--- src/rtl/mux_2_to_1_rr_arbiter_if.sv ---
// Valid/ready bundle for the two-source round-robin arbiter:
// sources A and B in, one muxed output channel with its select S.
interface mux_2_to_1_rr_arbiter_if #(
    parameter int WIDTH = 8
);
    logic [WIDTH-1:0] A;
    logic             A_valid;
    logic             A_ready;
    logic [WIDTH-1:0] B;
    logic             B_valid;
    logic             B_ready;
    logic [WIDTH-1:0] out;
    logic             out_valid;
    logic             out_ready;
    logic             S;

    modport master (
        output A, A_valid, B, B_valid, out_ready,
        input  A_ready, B_ready, out, out_valid, S
    );

    modport slave (
        input  A, A_valid, B, B_valid, out_ready,
        output A_ready, B_ready, out, out_valid, S
    );
endinterface

--- src/rtl/mux_2_to_1_rr_arbiter.sv ---
// Two-source round-robin arbiter with a registered output stage
// that drives the selected word and its select S.
module mux_2_to_1_rr_arbiter #(
    parameter int WIDTH = 8
) (
    input logic                     clk,
    input logic                     rst,
    mux_2_to_1_rr_arbiter_if.slave  bus
);
    logic             can_load;
    logic             gnt_vld;
    logic             gnt_idx;
    logic [WIDTH-1:0] gnt_data;
    logic [WIDTH-1:0] out_q;
    logic             vld_q;
    logic             s_q;
    logic             last_q;

    assign can_load = !vld_q || bus.out_ready;

    always_comb begin
        gnt_vld = 1'b0;
        gnt_idx = 1'b0;
        unique case (1'b1)
            (bus.A_valid && !bus.B_valid): begin
                gnt_vld = 1'b1;
                gnt_idx = 1'b0;
            end
            (!bus.A_valid && bus.B_valid): begin
                gnt_vld = 1'b1;
                gnt_idx = 1'b1;
            end
            (bus.A_valid && bus.B_valid): begin
                gnt_vld = 1'b1;
                gnt_idx = !last_q;
            end
            default: begin
                gnt_vld = 1'b0;
                gnt_idx = 1'b0;
            end
        endcase
    end

    assign gnt_data = gnt_idx ? bus.B : bus.A;

    // Readies are held low while reset is asserted so nothing is consumed.
    assign bus.A_ready = !rst && can_load && gnt_vld && !gnt_idx;
    assign bus.B_ready = !rst && can_load && gnt_vld && gnt_idx;

    always_ff @(posedge clk) begin
        if (rst) begin
            out_q  <= '0;
            vld_q  <= 1'b0;
            s_q    <= 1'b0;
            last_q <= 1'b1;
        end else if (can_load) begin
            if (gnt_vld) begin
                out_q  <= gnt_data;
                s_q    <= gnt_idx;
                vld_q  <= 1'b1;
                last_q <= gnt_idx;
            end else begin
                vld_q  <= 1'b0;
            end
        end
    end

    assign bus.out       = out_q;
    assign bus.out_valid = vld_q;
    assign bus.S         = s_q;
endmodule

--- src/flat_wrapper.sv ---
// flat-port wrapper written by rule: the top's interface ports become plain ports
module mux_2_to_1_rr_arbiter_flat 
#(
    parameter int WIDTH = 8
)
  (clk, rst, bus_A, bus_A_valid, bus_B, bus_B_valid, bus_out_ready, bus_A_ready, bus_B_ready, bus_out, bus_out_valid, bus_S);
  mux_2_to_1_rr_arbiter_if #(.WIDTH(WIDTH)) bus_i ();
  input logic clk;
  input logic rst;
  input wire logic [$bits(bus_i.A)-1:0] bus_A;
  input wire logic [$bits(bus_i.A_valid)-1:0] bus_A_valid;
  input wire logic [$bits(bus_i.B)-1:0] bus_B;
  input wire logic [$bits(bus_i.B_valid)-1:0] bus_B_valid;
  input wire logic [$bits(bus_i.out_ready)-1:0] bus_out_ready;
  output wire logic [$bits(bus_i.A_ready)-1:0] bus_A_ready;
  output wire logic [$bits(bus_i.B_ready)-1:0] bus_B_ready;
  output wire logic [$bits(bus_i.out)-1:0] bus_out;
  output wire logic [$bits(bus_i.out_valid)-1:0] bus_out_valid;
  output wire logic [$bits(bus_i.S)-1:0] bus_S;
  assign bus_i.A = bus_A;
  assign bus_i.A_valid = bus_A_valid;
  assign bus_i.B = bus_B;
  assign bus_i.B_valid = bus_B_valid;
  assign bus_i.out_ready = bus_out_ready;
  assign bus_A_ready = bus_i.A_ready;
  assign bus_B_ready = bus_i.B_ready;
  assign bus_out = bus_i.out;
  assign bus_out_valid = bus_i.out_valid;
  assign bus_S = bus_i.S;
  mux_2_to_1_rr_arbiter #(.WIDTH(WIDTH)) u_core (.clk(clk), .rst(rst), .bus(bus_i));
endmodule
--- config.mk ---
export PLATFORM = sky130hd
export DESIGN_NAME = mux_2_to_1_rr_arbiter_flat
export DESIGN_NICKNAME = d
export VERILOG_FILES = /design/src/rtl/mux_2_to_1_rr_arbiter_if.sv /design/src/rtl/mux_2_to_1_rr_arbiter.sv /design/src/flat_wrapper.sv
export SDC_FILE = /design/constraint.sdc
export NUM_CORES = 1
export LEC_CHECK = 0
export CAP_MARGIN = 10
export CELL_PAD_IN_SITES_DETAIL_PLACEMENT = 0
export CELL_PAD_IN_SITES_GLOBAL_PLACEMENT = 1
export CORE_MARGIN = 8
export CORE_UTILIZATION = 23
export DETAILED_ROUTE_END_ITERATION = 10
export GPL_TIMING_DRIVEN = 0
export PLACE_DENSITY = 0.74
export SYNTH_ARGS = -nofsm -noshare
export SYNTH_HDL_FRONTEND = slang
export SYNTH_SLANG_ARGS = --single-unit
--- constraint.sdc ---
create_clock -name clk -period 1 [get_ports clk]
set_input_delay 0.15 -clock clk [delete_from_list [all_inputs] [get_ports clk]]
set_output_delay 0.15 -clock clk [all_outputs]
set_load 0.02 [all_outputs]
Word-level counts from Yosys, hierarchy flattened --
Index checks and enable logic that the tools add are counted.
Storage, ports and cells: input bits 21, bits in registers 11, logic and storage cells 24, output and inout port bits 12
Cells by class: reduce and logical (&&, ||, !) cells 16, mux-type cells 4
Operators with widths (number):
- 8-bit two-way mux | 1
- 1-bit logical AND | 7
- 1-bit zero test | 6
- 3-bit OR reduction | 1
- 1-bit two-way mux | 2
- 1-bit one-hot mux with 2 select lines | 1
- 2-bit AND reduction | 1
- 1-bit logical OR | 1

Depth between registers and ports, before layout --
Gate-level depths: netlist (run 1).
depth in word-level cells 6, depth in mapped cells 5, mapped depth without buffers 3

Worst setup path before layout (run 1) --
Ideal clock, no wire load.
path kind reg-to-output, start reg u_core.vld_q (netlist: u_core.bus.out_valid), end out bus_B_ready, data required time 0.850 ns, buffers on the path 1, arrival time 1.195 ns, cell stages (with the launch flop) 5, path slack -0.345 ns, cell sequence dfxtp_1 > nand2b_1 > clkbuf_1 > nand2_1 > nor2_1
Between the ends: longest elaborated chain between the ends 5
RTL lines:
- start, declared | line mux_2_to_1_rr_arbiter.sv:15 | logic vld_q;
- start signal, assigned | line mux_2_to_1_rr_arbiter.sv:53 | vld_q <= 1'b0;
- start signal, assigned | line mux_2_to_1_rr_arbiter.sv:60 | vld_q <= 1'b1;
- start signal, assigned | line mux_2_to_1_rr_arbiter.sv:63 | vld_q <= 1'b0;
- 1-bit zero test | line mux_2_to_1_rr_arbiter.sv:19 | assign can_load = !vld_q || bus.out_ready;
- 1-bit logical OR | line mux_2_to_1_rr_arbiter.sv:19
- 1-bit logical AND (3 in a row) | line mux_2_to_1_rr_arbiter.sv:48 | assign bus.B_ready = !rst && can_load && gnt_vld && gnt_idx;
- end, declared | line flat_wrapper.sv:16 | output wire logic [$bits(bus_i.B_ready)-1:0] bus_B_ready;
No other way between the ends.

Final worst setup path (run 1) --
start in bus_B_valid, end out bus_A_ready
Between the ends: longest elaborated chain between the ends 6, elaborated cells between the ends (all ways) 10, classes of those cells mux: 2; reduce/logical: 8
RTL lines:
- start, declared | line flat_wrapper.sv:13 | input wire logic [$bits(bus_i.B_valid)-1:0] bus_B_valid;
- 1-bit zero test | line mux_2_to_1_rr_arbiter.sv:25 | (bus.A_valid && !bus.B_valid): begin
- 1-bit logical AND | line mux_2_to_1_rr_arbiter.sv:25
- 3-bit OR reduction (no line)
- 1-bit two-way mux | line mux_2_to_1_rr_arbiter.sv:24 | unique case (1'b1)
- 1-bit logical AND | line mux_2_to_1_rr_arbiter.sv:47 | assign bus.A_ready = !rst && can_load && gnt_vld && !gnt_idx;
- 1-bit logical AND (*) | line mux_2_to_1_rr_arbiter.sv:47
- end, declared | line flat_wrapper.sv:15 | output wire logic [$bits(bus_i.A_ready)-1:0] bus_A_ready;
Every way passes the cells marked *; elsewhere a longest branch is shown, timed or not.

==> flow_summary.yaml, run 1 <==
cts:
  ctsHoldBuffers: 0
  cts.sinks: 11
  max-clock-path-buffers: 2
  numCtsBuffers: 3
  clk_pin_slew_ns: 0.07
  h-tree-depth: 1
  cts_tree: "built"
  root_buffer: "clkbuf_4"
  insertion_delay_ns: 0.26
routing:
  num_vias: 606
  routed_wl_mm: 1.962
  via_per_inst: 4.556
  ant_nets: 0
  firstDrtPassIters: 5
  drt_iter0_drc: 11
  wire_per_inst_um: 14.75
  drc: 0
setup_path:
  crit_arrival_ns: 1.18
  end_kind: "output pin"
  reg2reg_depth: 5
  cp_cell_sequence: "clkdlybuf4s15_2 -> or2_1 -> buf_6 -> and2_4 -> nor3b_4 -> buf_6"
  critPathTopFamily: "simple AND/OR/NAND/NOR gates"
  required_ns: 0.85
  worst_path_max_delay_cell: "or2_1"
  cp-start-kind: "primary input"
  timing.rr.end: "u_core.bus.out[3]"
  cp_num_buf_inv: 3
  cp_max_fo: 10
  critPathMaxStageDelay_ns: 0.24
  worstReg2RegStart: "u_core.last_q"
  cpMostUsedCell: "buf_6"
  rrSetupSlack_ns: -0.17
  crit_type: "in2out"
cells_and_area:
  area.growth.synth_to_final_pct: 80.56
  drive_gt1_share_pct: 49.51
  instances_no_fill: 133
  final_nets: 125
  fin_util_pct: 43.00
  n_antenna_cell: 0
yosys:
  yosys.area_share.simple_pct: 18.14
  synthAdderAreaFrac_pct: 0
  ys_async_sr_fraction_pct: 0
  ys_warn_count: 0
  synth_compound_area_share_pct: 37.37
  synth_top_family_by_area: "compound AO/OA/AOI/OAI gates"
  yosysTopAreaCellShare_pct: 38.01
  ys_ff_latch: 11
  synth.mux.area_fraction_pct: 0
  syn-num-nets: 84
  synth_xor_area_share_pct: 0
  synth_edf_count: 0
  synth-main-ff-cell: "dfxtp_1"
  synth_top_area_cell: "dfxtp_1"
  synth.area.top_cells: "dfxtp_1 (38%), a311oi_2 (21%), nand2_1 (11%), a21oi_1 (9.5%), buf_6 (3.9%)"
  yosysMostFrequentCell: "nand2_1"
  yosys-top-cells-count: "nand2_1 (17), a21oi_1 (11), dfxtp_1 (11)"
  avgSynthCellArea_um2: 9.195
  syn_area_um2: 579.3
  synthCells: 63
  seq_area_frac_synth_pct: 38.01
  synth.distinct_cells: 16
hold_path:
  min_to: "u_core.bus.out_valid"
  whs_path_depth: 3
  hp-start: "bus_A_valid"
  hp-class: "in2reg"
sta:
  relSlewSlack_pct: 85.22
  fin_crit_sh_pct: 133.4
  rsz0062_at_grt: "true"
  fmax_mhz: 749.5
  whs_ns: 0.2337
  hold_viol_final: 0
  min_period_ns: 1.334
  skew_ns: 0.002127
  final.setup.tns_ns: -1.921
  finalMaxSlewViolations: 0
  fin_ws_ns: -0.3342
  tightest_slew_ns: 0.2217
  setup_viol: 12
floorplan:
  die-area_mm2: 0.004380
  pin_count: 33
  chipWidth_um: 66.19
  initial_core_util_pct: 23.82
  die_h_um: 66.19
  fp-row-count: 18
  core-area_mm2: 0.002432
global_routing:
  first_global_vias: 692
  grt_pass1_wl_mm: 3.174
  grt_max_degree: 11
  antenna_found_initial: 0
  grt_remaining_overflow: 0
  grt_util_all_layers_pct: 9.329
power_and_ir_drop:
  p_leak_nw: 0.4342
  max-vdd-ir-drop_mv: 0.5101
  p_per_area_mw_per_mm2: 1192
  total_power_mw: 1.247
run_status:
  outcome: "finished, violations left"
  violations: "setup timing"
placement:
  port_buffers: 32
  place.gp.congestion: 0.6690
  dp_hpwl_mm: 1.327
  dp.cells: 125
run:
  max_cap_violations: 0
==> cell families after synthesis <==
family	after synthesis
AND/OR/NAND/NOR	23
buffers and inverters	6
AO/OA/AOI/OAI	23
flip-flops	11
==> final cells by class <==
class	count	area, um^2
Sequential cell	11	225.2
Fill cell	252	1386
Buffer	3	47.55
Timing Repair Buffer	38	326.6
Multi-Input combinational cell	46	376.6
Tap cell	30	37.54
Inverter	1	6.256
Clock buffer	4	26.28
==> worst max-delay path by stage <==
stage	startpoint	to	slack, ns	depth (start not counted)
CTS	u_core.bus.out_valid	bus_A_ready	-0.32	4
finish	bus_B_valid	bus_A_ready	-0.33	6
global route	u_core.bus.out_valid	bus_A_ready	-0.37	4
floorplan	u_core.bus.out_valid	bus_A_ready	-0.13	4
detailed placement	bus_A_valid	bus_A_ready	-1.29	7
global placement	bus_A_valid	bus_A_ready	-1.29	7
==> routing by layer <==
layer	up-vias	share of wire, %	global-route usage [%]
met5	-	0	0
met4	0	0.71	4.000
met3	2	11	4.746
met2	17	51	15.44
met1	279	37	9.699
li1	308	-	-
==> tightest hold or removal path, cell delays in order <==
cell and delay (ns):
buf_2 0.14, nor2_1 0.09, a21oi_1 0.07
==> report_power, final <==
| part | total, mW | leakage, nW | switching [mW] | internal (mW) |
|---|---|---|---|---|
| Sequential | 0.501 | 0.0918 | 0.0224 | 0.478 |
| Combinational | 0.440 | 0.327 | 0.215 | 0.226 |
| Clock | 0.306 | 0.0150 | 0.152 | 0.154 |
| Total | 1.25 | 0.434 | 0.389 | 0.858 |
==> metrics by stage <==
| step | setup WS [ns] | area (um^2) |
|---|---|---|
| floorplan | -0.1348 | 609.3 |
| global placement | -1.285 | 967.2 |
| detailed placement | -1.288 | 967.2 |
| CTS | -0.3168 | 1017 |
| global route | -0.3705 | 1046 |
| finish | -0.3342 | 1046 |
==> layout by cell type, fill, tap and decap left out, drive strengths merged, types with 2 or more instances in the layout <==
cell	n
buf	20
nand2	17
clkdlybuf4s50	16
a21oi	11
dfxtp	11
a311oi	8
clkbuf	5
dlygate4sd2	3
nor2	2
a21bo	2
==> timing repair <==
action                     CTS  global route
pin swaps                    2             2
setup endpoints to repair   22            13
gates resized for setup     71             9
buffers inserted             5             1
==> state kept, by name, indices dropped and copies added, names as in the netlist <==
register              cells
u_core.bus.out            8
u_core.last_q             1
u_core.bus.S              1
u_core.bus.out_valid      1
No activity file was read; power rests on OpenSTA's default activity.
==> inputs of run 2 (changes only) <==
Settings changed: REMOVE_ABC_BUFFERS set to 1.
==> run 2 against run 1 <==
Effect of this change: the run still ends with setup timing left; critical path depth decreased by 1; combinational power down 4.8%; largest power group unchanged; global-route usage is 1.4 points lower; largest cell class is now non-clock buffers; sequential power hardly changed; clock-buffer cell count did not move; worst hold slack improved by 0.097 ns; die area stayed put; power is 1.6% lower; sequential share of layout area is 0.34 points higher; register-to-register slack lost 0.04 ns; flip-flop and latch count unchanged.
==> flow_summary.yaml, run 2 (synthesis gave the netlist of run 1 again) <==
setup_path:
  timing.rr.end: "u_core.bus.out[6]"
  end_kind: "output pin"
  required_ns: 0.85
  reg2reg_depth: 6
  crit_end: "bus_A_ready"
  cp_max_fo: 5
  crit_type: "in2out"
  worstReg2RegStart: "u_core.last_q"
  crit_arrival_ns: 1.16
  startpoint: "bus_B_valid"
  rrSetupSlack_ns: -0.21
  cp-start-kind: "primary input"
global_routing:
  grt_remaining_overflow: 0
  first_global_vias: 608
  antenna_found_initial: 0
  grt_util_all_layers_pct: 7.886
  grt_max_degree: 14
  grt_pass1_wl_mm: 2.691
cells_and_area:
  fin_area_mm2: 0.001018
  nFillCells: 259
  area.growth.synth_to_final_pct: 75.81
  largest_register_ffs: 8
  drive_gt1_share_pct: 44.34
  n_antenna_cell: 0
  instances_no_fill: 136
  layout_common_cells: "clkdlybuf4s50_1 (16), nand2_1 (14), a21oi_1 (11)"
  final_common_cell: "clkdlybuf4s50_1"
  final_nets: 128
sta:
  fin_crit_sh_pct: 130.9
  finalMaxSlewViolations: 0
  skew_ns: 0.0008692
  fin_ws_ns: -0.3087
  fmax_mhz: 764.1
  rsz0062_at_grt: "true"
  min_period_ns: 1.309
  hold_viol_final: 0
  tightest_slew_ns: 0.6377
  relSlewSlack_pct: 57.49
  setup_viol: 12
hold_path:
  hp-class: "in2reg"
placement:
  dp.cells: 120
  dp_hpwl_mm: 1.245
  place.gp.congestion: 0.6637
  port_buffers: 32
  postPlaceCellArea_um2: 903.4
cts:
  numCtsBuffers: 3
  clk_pin_slew_ns: 0.07
  h-tree-depth: 1
  cts_tree: "built"
  ctsHoldBuffers: 0
  max-clock-path-buffers: 2
  cts.sinks: 11
  insertion_delay_ns: 0.26
  root_buffer: "clkbuf_4"
routing:
  wire_per_inst_um: 13.11
  ant_nets: 0
  drt_iter0_drc: 32
  routed_wl_mm: 1.783
  num_vias: 602
  drc: 0
  firstDrtPassIters: 4
  via_per_inst: 4.426
floorplan:
  pin_count: 33
  die_h_um: 66.19
  chipWidth_um: 66.19
  core-area_mm2: 0.002432
  initial_core_util_pct: 23.82
  fp-row-count: 18
  die-area_mm2: 0.004380
run_status:
  outcome: "finished, violations left"
  violations: "setup timing"
power_and_ir_drop:
  total_power_mw: 1.227
  p_per_area_mw_per_mm2: 1205
  max-vdd-ir-drop_mv: 0.5151
  p_leak_nw: 0.4365
run:
  max_cap_violations: 0
-- run 2: worst min path at each step --
| stage | from | end | slack (ns) | depth (start not counted) |
|---|---|---|---|---|
| CTS | bus_A_valid | u_core.bus.out_valid | 0.32 | 3 |
| detailed placement | u_core.bus.out[5] | u_core.bus.out[5] | 0.56 | 2 |
| global placement | u_core.last_q | u_core.last_q | 0.54 | 2 |
| global route | bus_A_valid | u_core.bus.out_valid | 0.32 | 3 |
| finish | bus_A_valid | u_core.bus.out_valid | 0.33 | 3 |
| floorplan | rst | u_core.bus.out[0] | 0.22 | 1 |
-- run 2: timing repair --
item                       in CTS  in global routing
cloned                          0                  0
pin swaps                       4                  6
gates resized for setup        63                  6
setup endpoints to repair      23                 12
buffers inserted                9                  6
-- run 2: power breakdown --
group          total [mW]  internal (mW)  switching (mW)
clock               0.307          0.154           0.153
combinational       0.419          0.220           0.199
sequential          0.501          0.479          0.0212
total                1.23          0.854           0.373
-- run 2: routing by layer --
metal  part of all wire (%)  wire length, um  global-route usage [%]  up-vias
met5                      0                0                       0        -
met4                    1.5               27                   4.800        0
met3                    7.6              136                   2.712        2
met2                     51              907                   13.99       22
met1                     40              713                   7.670      266
li1                       -                -                       -      312
-- run 2: final cells by class --
class                           instances  area [um^2]  area share (%)
Timing Repair Buffer                   44        375.4           36.85
Multi-Input combinational cell         46        352.8           34.64
Sequential cell                        11        222.7           21.87
Tap cell                               30        37.54           3.685
Clock buffer                            4        26.28           2.580
Inverter                                1        3.754          0.3685
-- run 2: worst max-delay path, stage by stage --
cell	delay, ns
dlygate4sd2_1	0.28
or2_4	0.25
and2_4	0.16
nor3b_2	0.14
buf_4	0.18
-- run 2: per-stage QoR --
stage | setup slack [ns] | TNS (ns) | hold WS, ns | utilization, %
after floorplan | -0.4480 | -2.503 | 0.2179 | -
after global placement | -1.336 | -9.509 | 0.5370 | 37.14
after detailed placement | -1.339 | -9.667 | 0.5576 | 37.14
after CTS | -0.3252 | -1.136 | 0.3248 | 39.97
after global routing | -0.3468 | -2.699 | 0.3193 | 41.87
final | -0.3087 | -2.110 | 0.3311 | 41.87
